## config.mk

```make
export PLATFORM = sky130hd
export DESIGN_NAME = eth_tx_frame_sequencer
export DESIGN_NICKNAME = d
export VERILOG_FILES = /design/src/rtl/eth_tx_frame_sequencer.sv
export SDC_FILE = /design/constraint.sdc
export NUM_CORES = 1
export LEC_CHECK = 0
export ABC_AREA = 1
export CAP_MARGIN = 20
export CORE_MARGIN = 2
export CORE_UTILIZATION = 50
export CTS_BUF_LIST = sky130_fd_sc_hd__clkbuf_8
export DETAILED_ROUTE_END_ITERATION = 6
export GPL_TIMING_DRIVEN = 1
export PLACE_DENSITY_LB_ADDON = 0.08
export SYNTH_ARGS = -nofsm -noshare
export SYNTH_HDL_FRONTEND = slang
export SYNTH_SLANG_ARGS = --single-unit
```

## constraint.sdc

```tcl
create_clock -name clk -period 3.5 [get_ports clk]
set_clock_uncertainty 0.2 [all_clocks]
set_input_delay 0.35 -clock clk [delete_from_list [all_inputs] [get_ports clk]]
set_output_delay 0.35 -clock clk [all_outputs]
set_load 0.005 [all_outputs]
```

## src/rtl/eth_tx_frame_sequencer.sv

```systemverilog
// Transmit frame sequencer: builds DA/SA/optional 802.1Q tag/EtherType from a
// header descriptor, streams a FWFT payload FIFO onto an 8-bit AXI-Stream, and
// handles short-frame padding, long-frame truncation, underrun abort and IFG.
//
// state   | meaning
// --------+------------------------------------------------------------
// IDLE    | waiting for a header descriptor while payload is available
// HEADER  | sending DA, SA, optional VLAN tag and EtherType bytes
// PAYLOAD | forwarding FIFO bytes; watches for last/truncation/underrun
// PAD     | filling a short frame up to MIN_PAYLOAD with PAD_BYTE
// ABORT   | single errored tlast beat after a FIFO underrun
// DRAIN   | discarding the rest of the frame from the FIFO up to fifo_last
// GAP     | inter-frame gap, IFG_CYCLES idle cycles
module eth_tx_frame_sequencer #(
  parameter int         MIN_PAYLOAD  = 46,
  parameter int         MAX_PAYLOAD  = 1500,
  parameter logic [7:0] PAD_BYTE     = 8'h00,
  parameter int         IFG_CYCLES   = 12,
  parameter int         UNDERRUN_CYC = 4
) (
  input  logic        clk,
  input  logic        rst_n,
  input  logic        hdr_valid,
  output logic        hdr_ready,
  input  logic [47:0] hdr_da,
  input  logic [47:0] hdr_sa,
  input  logic [15:0] hdr_type,
  input  logic        hdr_vlan_en,
  input  logic [15:0] hdr_vlan_tci,
  input  logic [7:0]  fifo_data,
  input  logic        fifo_last,
  input  logic        fifo_empty,
  output logic        fifo_rd_en,
  output logic [7:0]  m_tdata,
  output logic        m_tvalid,
  input  logic        m_tready,
  output logic        m_tlast,
  output logic        m_tuser,
  output logic        frame_done,
  output logic        frame_err,
  output logic        busy
);

  localparam int CW = $clog2(MAX_PAYLOAD + 1);
  localparam logic [CW-1:0] ONE    = CW'(1);
  localparam logic [CW-1:0] MIN_C  = CW'(MIN_PAYLOAD);
  localparam logic [CW-1:0] MIN_M1 = CW'(MIN_PAYLOAD - 1);
  localparam logic [CW-1:0] MAX_C  = CW'(MAX_PAYLOAD);
  localparam logic [CW-1:0] UND_C  = CW'(UNDERRUN_CYC);
  localparam logic [CW-1:0] IFG_M1 = CW'(IFG_CYCLES - 1);

  typedef enum logic [2:0] {IDLE, HEADER, PAYLOAD, PAD, ABORT, DRAIN, GAP} state_t;

  // With no gap configured a finished frame returns straight to IDLE.
  localparam state_t AFTER_FRAME = (IFG_CYCLES == 0) ? IDLE : GAP;

  state_t        state;
  logic [47:0]   da_q, sa_q;
  logic [15:0]   type_q, tci_q;
  logic          vlan_q;
  logic [4:0]    hdr_len, byte_idx;
  logic [CW-1:0] pay_cnt, empty_cnt, gap_cnt;
  logic [CW-1:0] pay_inc;
  logic          frame_done_q, frame_err_q;
  logic [7:0]    hdr_byte;
  logic          beat;

  assign pay_inc    = pay_cnt + ONE;
  assign beat       = m_tvalid & m_tready;
  assign busy       = rst_n & (state != IDLE);
  assign frame_done = rst_n & frame_done_q;
  assign frame_err  = rst_n & frame_err_q;

  // Select the header byte for the current position; VLAN shifts the type by 4.
  always_comb begin
    hdr_byte = 8'h00;
    case (byte_idx)
      5'd0:  hdr_byte = da_q[47:40];
      5'd1:  hdr_byte = da_q[39:32];
      5'd2:  hdr_byte = da_q[31:24];
      5'd3:  hdr_byte = da_q[23:16];
      5'd4:  hdr_byte = da_q[15:8];
      5'd5:  hdr_byte = da_q[7:0];
      5'd6:  hdr_byte = sa_q[47:40];
      5'd7:  hdr_byte = sa_q[39:32];
      5'd8:  hdr_byte = sa_q[31:24];
      5'd9:  hdr_byte = sa_q[23:16];
      5'd10: hdr_byte = sa_q[15:8];
      5'd11: hdr_byte = sa_q[7:0];
      5'd12: hdr_byte = vlan_q ? 8'h81 : type_q[15:8];
      5'd13: hdr_byte = vlan_q ? 8'h00 : type_q[7:0];
      5'd14: hdr_byte = tci_q[15:8];
      5'd15: hdr_byte = tci_q[7:0];
      5'd16: hdr_byte = type_q[15:8];
      5'd17: hdr_byte = type_q[7:0];
      default: hdr_byte = 8'h00;
    endcase
  end

  // Stream-side outputs decoded from state; everything is forced low in reset.
  always_comb begin
    hdr_ready  = 1'b0;
    m_tvalid   = 1'b0;
    m_tdata    = 8'h00;
    m_tlast    = 1'b0;
    m_tuser    = 1'b0;
    fifo_rd_en = 1'b0;
    if (rst_n) begin
      case (state)
        IDLE: hdr_ready = !fifo_empty;
        HEADER: begin
          m_tvalid = 1'b1;
          m_tdata  = hdr_byte;
        end
        PAYLOAD: begin
          m_tvalid   = !fifo_empty;
          m_tdata    = fifo_data;
          fifo_rd_en = m_tvalid & m_tready;
          // A last byte landing exactly on MAX_PAYLOAD is a good frame.
          if (fifo_last) begin
            m_tlast = m_tvalid && (pay_inc >= MIN_C);
          end else begin
            m_tlast = m_tvalid && (pay_inc == MAX_C);
            m_tuser = m_tvalid && (pay_inc == MAX_C);
          end
        end
        PAD: begin
          m_tvalid = 1'b1;
          m_tdata  = PAD_BYTE;
          m_tlast  = (pay_cnt == MIN_M1);
        end
        ABORT: begin
          m_tvalid = 1'b1;
          m_tdata  = PAD_BYTE;
          m_tlast  = 1'b1;
          m_tuser  = 1'b1;
        end
        DRAIN: fifo_rd_en = !fifo_empty;
        default: ;
      endcase
    end
  end

  // Frame sequencing state machine with header capture and byte counters.
  always_ff @(posedge clk) begin
    if (!rst_n) begin
      state        <= IDLE;
      da_q         <= '0;
      sa_q         <= '0;
      type_q       <= '0;
      tci_q        <= '0;
      vlan_q       <= 1'b0;
      hdr_len      <= '0;
      byte_idx     <= '0;
      pay_cnt      <= '0;
      empty_cnt    <= '0;
      gap_cnt      <= '0;
      frame_done_q <= 1'b0;
      frame_err_q  <= 1'b0;
    end else begin
      frame_done_q <= 1'b0;
      frame_err_q  <= 1'b0;
      if (beat && m_tlast) begin
        frame_done_q <= !m_tuser;
        frame_err_q  <= m_tuser;
      end
      if (state != GAP) gap_cnt <= '0;
      case (state)
        IDLE: begin
          if (hdr_valid && hdr_ready) begin
            da_q      <= hdr_da;
            sa_q      <= hdr_sa;
            type_q    <= hdr_type;
            tci_q     <= hdr_vlan_tci;
            vlan_q    <= hdr_vlan_en;
            hdr_len   <= hdr_vlan_en ? 5'd18 : 5'd14;
            byte_idx  <= '0;
            pay_cnt   <= '0;
            empty_cnt <= '0;
            state     <= HEADER;
          end
        end
        HEADER: begin
          if (beat) begin
            byte_idx <= byte_idx + 5'd1;
            if (byte_idx == hdr_len - 5'd1) state <= PAYLOAD;
          end
        end
        PAYLOAD: begin
          if (beat) begin
            empty_cnt <= '0;
            pay_cnt   <= pay_inc;
            if (fifo_last) state <= (pay_inc >= MIN_C) ? AFTER_FRAME : PAD;
            else if (pay_inc == MAX_C) state <= DRAIN;
          end else if (fifo_empty) begin
            empty_cnt <= empty_cnt + ONE;
            if (empty_cnt + ONE == UND_C) state <= ABORT;
          end
        end
        PAD: begin
          if (beat) begin
            pay_cnt <= pay_inc;
            if (pay_cnt == MIN_M1) state <= AFTER_FRAME;
          end
        end
        ABORT: if (beat) state <= DRAIN;
        DRAIN: if (fifo_rd_en && fifo_last) state <= AFTER_FRAME;
        GAP: begin
          if (gap_cnt == IFG_M1) state <= IDLE;
          else gap_cnt <= gap_cnt + ONE;
        end
        default: state <= IDLE;
      endcase
    end
  end

endmodule

```

# [Word level (Yosys, flattened, before mapping)]
# Index checks and enable logic that the tools add are counted.
[word_totals] regBits=177 inputBits=143 elab_cells=131
[op_classes] add_sub_neg=5 n_lt_le_gt_ge=1 eq_ne=41 muxes=45 n_bitwise=5 reduce_logical=21
[ops] cell="$pmux 8 s18" n=1
[ops] cell="$mux 11" n=7
[ops] cell="$pmux 11 s2" n=2
[ops] cell="$mux 3" n=14
[ops] cell="$eq 5x4->1 const B" n=8
[ops] cell="$add 11x1->11 const B" n=3
[ops] cell="$mux 8" n=3
[ops] cell="$pmux 3 s7" n=1
[ops] cell="$eq 5x3->1 const B" n=4
[ops] cell="$ne 2x2->1 const B" n=8
[ops] cell="$pmux 8 s2" n=1
[ops] cell="$mux 5" n=3
[ops] cell="$eq 11x11->1 const B" n=1
[ops] cell="$eq 11x3->1 const B" n=1
[ops] cell="$eq 11x4->1 const B" n=1
[ops] cell="$eq 11x6->1 const B" n=1
[ops] cell="$ge 11x6->1 const B" n=1
[ops] cell="$reduce_and 11->1" n=1
[ops] cell="$eq 5x2->1 const B" n=2
[ops] cell="$eq 5x5->1 const B" n=2
[ops] cell="$pmux 5 s2" n=1
[ops] cell="$eq 3x3->1 const B" n=3
[ops] cell="$ne 3x3->1 const B" n=3
[ops] cell="$reduce_and 3->1" n=3
[ops] cell="other kinds (21)" n=43

# [Longest topological paths before layout]
# Gate-level depths: netlist (run 1).
[logic_depth] word_depth=8 depth_mapped=15 mapped_depth_nobuf=14

# [Least setup slack after synthesis (run 1)]
# No wires, ideal clock.
[synth_timing] path_type="register to output" startpoint="reg byte_idx[0]" endpoint="out m_tdata[5]" t_arrival_ns=1.648 setup_slack_ns=1.302 stages_incl_launch_ff=10 path_buffers=0 path_cell_list="dfxtp_1 -> ha_1 -> inv_1 -> nor2_1 -> ha_1 -> inv_1 -> o22ai_1 -> or3_1 -> o21ai_0 -> a21oi_1"
[synth_between] elab_chain_len=4 elab_cells_between_ends=21 cone_classes="eq/ne (17); mux (3); reduce/logical (1)"
[synth_rtl] element="from (decl)" line="61" source="logic [4:0] hdr_len, byte_idx;"
[synth_rtl] element="from (signal assigned)" line="185" source="byte_idx <= byte_idx + 5'd1;"
[synth_rtl] element="$eq 5x5->1 (tied with other cells)" line="77" source="case (byte_idx)"
[synth_rtl] element="$pmux 8 s18 (*)" line="77"
[synth_rtl] element="$pmux 8 s2 (*)" line="109" source="case (state)"
[synth_rtl] element="$mux 8 (*)" line="108" source="if (rst_n) begin"
[synth_rtl] element="to (decl)" line="34" source="output logic [7:0] m_tdata,"
# Mark *: on every way between the ends. The rest lies on a longest branch, timed or not.

# [Worst setup path in the final report (run 1)]
[layout_timing] startpoint="reg byte_idx[1]" endpoint="out m_tdata[3]"
# The elaborated chain is that of the path after synthesis.

==> impl_metrics.py, run 1 <==
metrics = {
    "timing": {
        "relSlewSlack_pct": 38.37,
        "setup_viol": 0,
        "final.min_clock_period_ns": 3.393,
        "fin_crit_sh_pct": 96.93,
        "fmax_mhz": 294.8,
        "setup_tns_ns": 0,
        "hold_viol": 0,
        "setup_slack_ns": 0.1073,
        "whs_ns": 0.2229,
        "maxSlewViolCount": 0,
        "worst_pin_slew_ns": 0.9244,
    },
    "floorplan": {
        "row_count": 47,
        "fp.dieArea_um2": 17840,
        "die-width_um": 133.6,
        "die_h_um": 133.6,
        "top_level_ports": 159,
        "start_util_pct": 50.80,
        "core_area_um2": 16520,
    },
    "layout": {
        "nNetsFinal": 1514,
        "drive_above_1_share_pct": 6.929,
        "multiInputGateArea_um2": 4101,
        "antenna_cells": 0,
        "fill_cells": 1497,
        "layout_commonest_cell": "nand2_1",
        "area_delta_synth_final_pct": 27.01,
        "postLayoutCellArea_um2": 10660,
        "most-common-layout-cells": "nand2_1 (211), a21oi_1 (180), inv_1 (173)",
        "ff_latch_area_um2": 3493,
        "post_layout_nonfiller_instances": 1591,
        "fin_util_pct": 64.52,
    },
    "placement": {
        "post-place-ws_ns": 0.4289,
        "dpl_cell_area_um2": 10110,
        "post-dp-hpwl_mm": 18.95,
        "dp_cells": 1553,
        "io_buffers": 158,
        "gp_congestion": 0.9650,
    },
    "worst_setup_path": {
        "r2r_setup_slack_ns": 1.00,
        "start_kind": "flip-flop",
        "reg2reg_to": "empty_cnt[5]$_SDFFE_PN0P_",
        "r2r_start": "state[0]$_SDFFE_PN0P_",
        "cp.required_ns": 2.95,
        "endpoint": "m_tdata[3]",
        "crit_type": "flip-flop to primary output",
        "crit_path_start": "byte_idx[1]$_SDFFE_PN0P_",
        "crit_arrival_ns": 2.84,
        "worst-path-max-fanout": 7,
        "r2r_cells": 13,
        "worst_setup_path_end_kind": "primary output",
    },
    "yosys": {
        "netlist_area_um2": 8394,
        "ys_seq_elements": 174,
        "synth_cell_types": 38,
        "syn_area_per_cell_um2": 6.864,
        "synth_nets": 1379,
        "ys_seq_area_share_pct": 41.50,
        "synth_warnings": 0,
        "synthCells": 1223,
    },
    "global_routing": {
        "track_usage_pct": 28.37,
        "antenna_found_initial": 0,
        "grt_max_degree": 240,
        "grt_pass1_vias": 7373,
        "grt_pass1_wl_mm": 39.34,
        "grt_overflow_total": 0,
    },
    "routing": {
        "ant_nets": 0,
        "vias": 8447,
        "vias_per_cell": 5.309,
        "drtIter0Drc": 889,
        "remaining_drc_errors": 0,
        "wl_per_cell_um": 16.08,
        "drt_wl_total_mm": 25.58,
        "firstDrtPassIters": 5,
    },
    "power_and_ir_drop": {
        "ir_drop_v": 0.0002958,
        "p_leak_nw": 3.996,
        "power_mw": 5.426,
        "p_per_area_nw_per_um2": 508.9,
    },
    "cts": {
        "cts_buffer_depth": 2,
        "clk_pin_slew_worst_paths_ns": 0.09,
        "cts-buffers-inserted": 17,
        "cts_sinks": 174,
        "cts_tree": "built",
        "htreeDepth": 4,
        "clkLatencyLatePin_ns": 0.48,
        "clock-root-buffer": "clkbuf_8",
    },
    "hold_path": {
        "hp-class": "primary input to flip-flop",
    },
    "job": {
        "cap_viol_max_count": 0,
    },
    "status": {
        "run_status": "finished clean",
    },
}
worst min-delay path by stage:
| stage | startpoint | endpoint | cells past startpoint | slack, ns |
|---|---|---|---|---|
| after global routing | hdr_vlan_tci[1] | tci_q[1]$_SDFFE_PN0P_ | 3 | 0.22 |
| final | hdr_sa[39] | sa_q[39]$_SDFFE_PN0P_ | 3 | 0.22 |
| after detailed placement | gap_cnt[5]$_SDFF_PN0_ | gap_cnt[5]$_SDFF_PN0_ | 1 | 0.24 |
| after CTS | hdr_sa[39] | sa_q[39]$_SDFFE_PN0P_ | 3 | 0.21 |
| after global placement | gap_cnt[5]$_SDFF_PN0_ | gap_cnt[5]$_SDFF_PN0_ | 1 | 0.24 |
| after floorplan | gap_cnt[5]$_SDFF_PN0_ | gap_cnt[5]$_SDFF_PN0_ | 1 | 0.22 |
what timing repair did:
| item | CTS | global route |
|---|---|---|
| hold buffers | 1 | 0 |
| endpoints found under the setup margin | 4 | 10 |
| setup buffers | 0 | 5 |
| gates resized for setup | 5 | 33 |
| pin swaps | 0 | 2 |
| hold endpoints to repair | 1 | 0 |
cells by family after synthesis:
family / count (synthesis) / synth area share [%]
adder cells (fa/ha/maj): 13 / 1.938
AND/OR/NAND/NOR: 409 / 20.69
flip-flops: 174 / 41.50
AO/OA/AOI/OAI: 380 / 24.12
XOR/XNOR: 9 / 0.9391
buffers and inverters: 238 / 10.82
flip-flops by register name, summed over array words and instances (netlist names):
signal and count:
byte_idx 5, da_q 48, empty_cnt 11, frame_done_q 1, frame_err_q 1, gap_cnt 11, hdr_len 3, pay_cnt 11
sa_q 48, state 3, tci_q 16, type_q 16
power breakdown:
part,switching [mW],internal [mW],total [mW]
Combinational,1.07,0.602,1.67
Clock,0.823,0.602,1.42
Sequential,0.129,2.20,2.33
worst max-delay path, stage by stage (launching register included):
cell	delay, ns
dfxtp_2	0.38
inv_1	0.10
ha_1	0.20
nand2_1	0.08
inv_1	0.10
nand2_2	0.21
o22ai_1	0.15
a211oi_1	0.21
nand2_1	0.08
o21ai_0	0.29
a21oi_1	0.11
clkdlybuf4s50_1	0.46
synthesized netlist by cell type (all sizes together):
library cell    n  area, um2
buf             9      47.55
xor2            7      61.31
a31oi           2      12.51
ha             13      162.7
clkinv          3      12.51
nor3b           2      15.01
a21oi         181      905.9
o31ai           1      7.510
nand3          50      267.8
a221oi          1      8.760
dfxtp         174       3483
nor4            4      25.02
clkbuf         48      180.2
and3            1      6.260
nor2           84      335.3
nor3           23      115.1
nand4          15      93.84
o221ai          1      8.760
o21a            1      7.510
or3             2      12.51
inv           178      668.1
xnor2           2      17.52
o21ai         134      685.7
a211oi         13      97.59
o2111ai         1      8.760
o22ai          45      281.5
nand2         228      865.8
per-layer routing:
| layer | routed length [um] | vias up | share of wire [%] | global-route usage [%] |
|---|---|---|---|---|
| li1 | - | 4319 | - | - |
| met1 | 12210 | 3768 | 48 | 42.95 |
| met2 | 10750 | 336 | 42 | 40.29 |
| met3 | 2208 | 24 | 8.6 | 6.811 |
| met4 | 408 | 0 | 1.6 | 7.151 |
| met5 | 0 | - | 0 | 0 |
final cells by class:
type | instances | area share, %
inverters | 181 | 6.384
repair buffers | 173 | 15.98
clock inverters | 15 | 1.620
multi-input cells | 811 | 38.47
clock buffers | 17 | 2.195
flip-flops and latches | 174 | 32.77
well taps | 220 | 2.582
Note: power is estimated with default switching activity, not from simulation.
==> inputs of run 2 (changes only) <==
CORE_MARGIN = unset   (was 2)
SLEW_MARGIN = 30   (was unset)
==> impl_metrics.py, run 2 (same netlist as run 1, synthesis figures left out) <==
metrics = {
    "routing": {
        "wl_per_cell_um": 16.02,
        "firstDrtPassIters": 5,
        "drt_wl_total_mm": 25.42,
        "remaining_drc_errors": 0,
        "vias_per_cell": 5.335,
        "ant_nets": 0,
        "vias": 8461,
        "drtIter0Drc": 781,
    },
    "power_and_ir_drop": {
        "ir_drop_v": 0.0002765,
        "power_switching_mw": 2.001,
        "combPwrFrac_pct": 31.4,
        "intPower_mw": 3.346,
        "pwr-share-seq_pct": 43.5,
        "p_leak_nw": 3.970,
        "clock_power_share_pct": 25.1,
        "power_mw": 5.346,
        "switching_share_pct": 37.42,
        "p_per_area_nw_per_um2": 504.5,
    },
    "layout": {
        "postLayoutCellArea_um2": 10600,
        "largestRegisters": "da_q (48), sa_q (48)",
        "layout_commonest_cell": "nand2_1",
        "drive_above_1_share_pct": 6.589,
        "area_delta_synth_final_pct": 26.23,
        "nNetsFinal": 1509,
        "most-common-layout-cells": "nand2_1 (211), a21oi_1 (180), inv_1 (174)",
        "antenna_cells": 0,
        "fin_util_pct": 64.35,
    },
    "cts": {
        "cts_setup_buffers": 0,
        "cts_buffer_depth": 2,
        "htreeDepth": 4,
        "clock-root-buffer": "clkbuf_8",
        "cts_sinks": 174,
        "cts-buffers-inserted": 17,
        "clk_pin_slew_worst_paths_ns": 0.10,
        "clkLatencyLatePin_ns": 0.47,
        "cts_tree": "built",
        "hold_buffers": 0,
    },
    "global_routing": {
        "grt_max_degree": 240,
        "grtUsageMet3_pct": 6.211,
        "grt_pass1_vias": 7337,
        "grt_pass1_wl_mm": 39.54,
        "track_usage_pct": 29.35,
        "top_usage_layer": "met1",
        "antenna_found_initial": 0,
        "grt_overflow_total": 0,
        "use_met1_pct": 44.86,
        "grt_util_met2_pct": 41.30,
    },
    "worst_setup_path": {
        "worst_setup_path_end_kind": "primary output",
        "crit_arrival_ns": 2.87,
        "crit_type": "flip-flop to primary output",
        "r2r_setup_slack_ns": 0.95,
        "worst-path-max-fanout": 7,
        "cp.required_ns": 2.95,
        "start_kind": "flip-flop",
    },
    "timing": {
        "maxSlewViolCount": 0,
        "grt_setup_unrepaired": "yes",
        "relSlewSlack_pct": 43.11,
        "whs_ns": 0.2387,
        "setup_slack_ns": 0.08206,
        "hold_viol": 0,
        "fmax_mhz": 292.6,
        "setup_viol": 0,
        "fin_crit_sh_pct": 97.66,
        "worst_pin_slew_ns": 0.8534,
        "final.min_clock_period_ns": 3.418,
    },
    "floorplan": {
        "fp.dieArea_um2": 17310,
        "core_area_um2": 16470,
        "start_util_pct": 50.98,
        "row_count": 47,
        "die-width_um": 131.6,
        "top_level_ports": 159,
        "die_h_um": 131.6,
    },
    "placement": {
        "dpl_cell_area_um2": 10120,
        "io_buffers": 158,
        "post-place-ws_ns": 0.4225,
        "post-dp-hpwl_mm": 18.77,
        "gp_congestion": 0.9352,
    },
    "hold_path": {
        "hp-class": "primary input to flip-flop",
    },
    "status": {
        "run_status": "finished clean",
    },
    "job": {
        "cap_viol_max_count": 0,
    },
}
==> run 2: changes by cell type in the layout (fill, tap and decap cells not counted), moves of 2 or more <==
cell	previous run	this run
buf_4	13	9
o22ai_1	45	42
o22ai_2	0	3
clkinv_8	2	0
dfxtp_1	168	170
dfxtp_2	5	3
inv_6	4	6
==> run 2: worst paths after layout <==
check                                 from                         end  cells after the start
setup / recovery  byte_idx[2]$_SDFFE_PN0P_                  m_tdata[3]                      8
hold / removal                  hdr_sa[47]       sa_q[47]$_SDFFE_PN0P_                      3
setup reg to reg     state[1]$_SDFFE_PN0P_  empty_cnt[10]$_SDFFE_PN0P_                     13
hold reg to reg      gap_cnt[5]$_SDFF_PN0_       gap_cnt[5]$_SDFF_PN0_                      1
==> run 2: cell type report <==
cell class | instances | area (um2)
sequential | 174 | 3491
fill | 1503 | 5869
timing repair buffer | 168 | 1664
clock inverter | 14 | 123.9
clock buffer | 18 | 247.7
multi-input combinational | 811 | 4114
tap | 220 | 275.3
inverter | 181 | 680.7
==> run 2: through the flow <==
step                      TNS (ns)  std cells
after floorplan                  0       1223
after global placement           0       1554
after detailed placement         0       1554
after CTS                        0       1586
after global routing      -0.05129       1586
final                            0       1586
==> run 2: timing repair <==
action,4_1_cts,5_1_grt
endpoints found under the setup margin,3,10
cloned,0,0
resized for setup,3,34
==> run 2: worst max-delay path, stage by stage (launching register included) <==
cell	delay (ns)
dfxtp_1	0.39
nor2_2	0.41
nand3_1	0.30
nand2_1	0.22
nand2_1	0.09
nand3_1	0.08
o21ai_0	0.09
a21oi_1	0.28
clkdlybuf4s50_1	0.56
==> run 2: power groups by stage <==
stage,registers [mW],clock network [mW],logic [mW]
detailed placement,2.36,0,1.62
floorplan,2.32,0,1.08
global placement,2.36,0,1.61
global route,2.35,1.46,1.85
CTS,2.32,1.36,1.63
finish,2.32,1.34,1.68
==> run 2: metal layers <==
| layer | part of all wire, % | vias to the layer above |
|---|---|---|
| met2 | 42 | 337 |
| met1 | 48 | 3796 |
| met4 | 1.3 | 0 |
| met3 | 8.7 | 21 |
| li1 | - | 4307 |
| met5 | 0 | - |
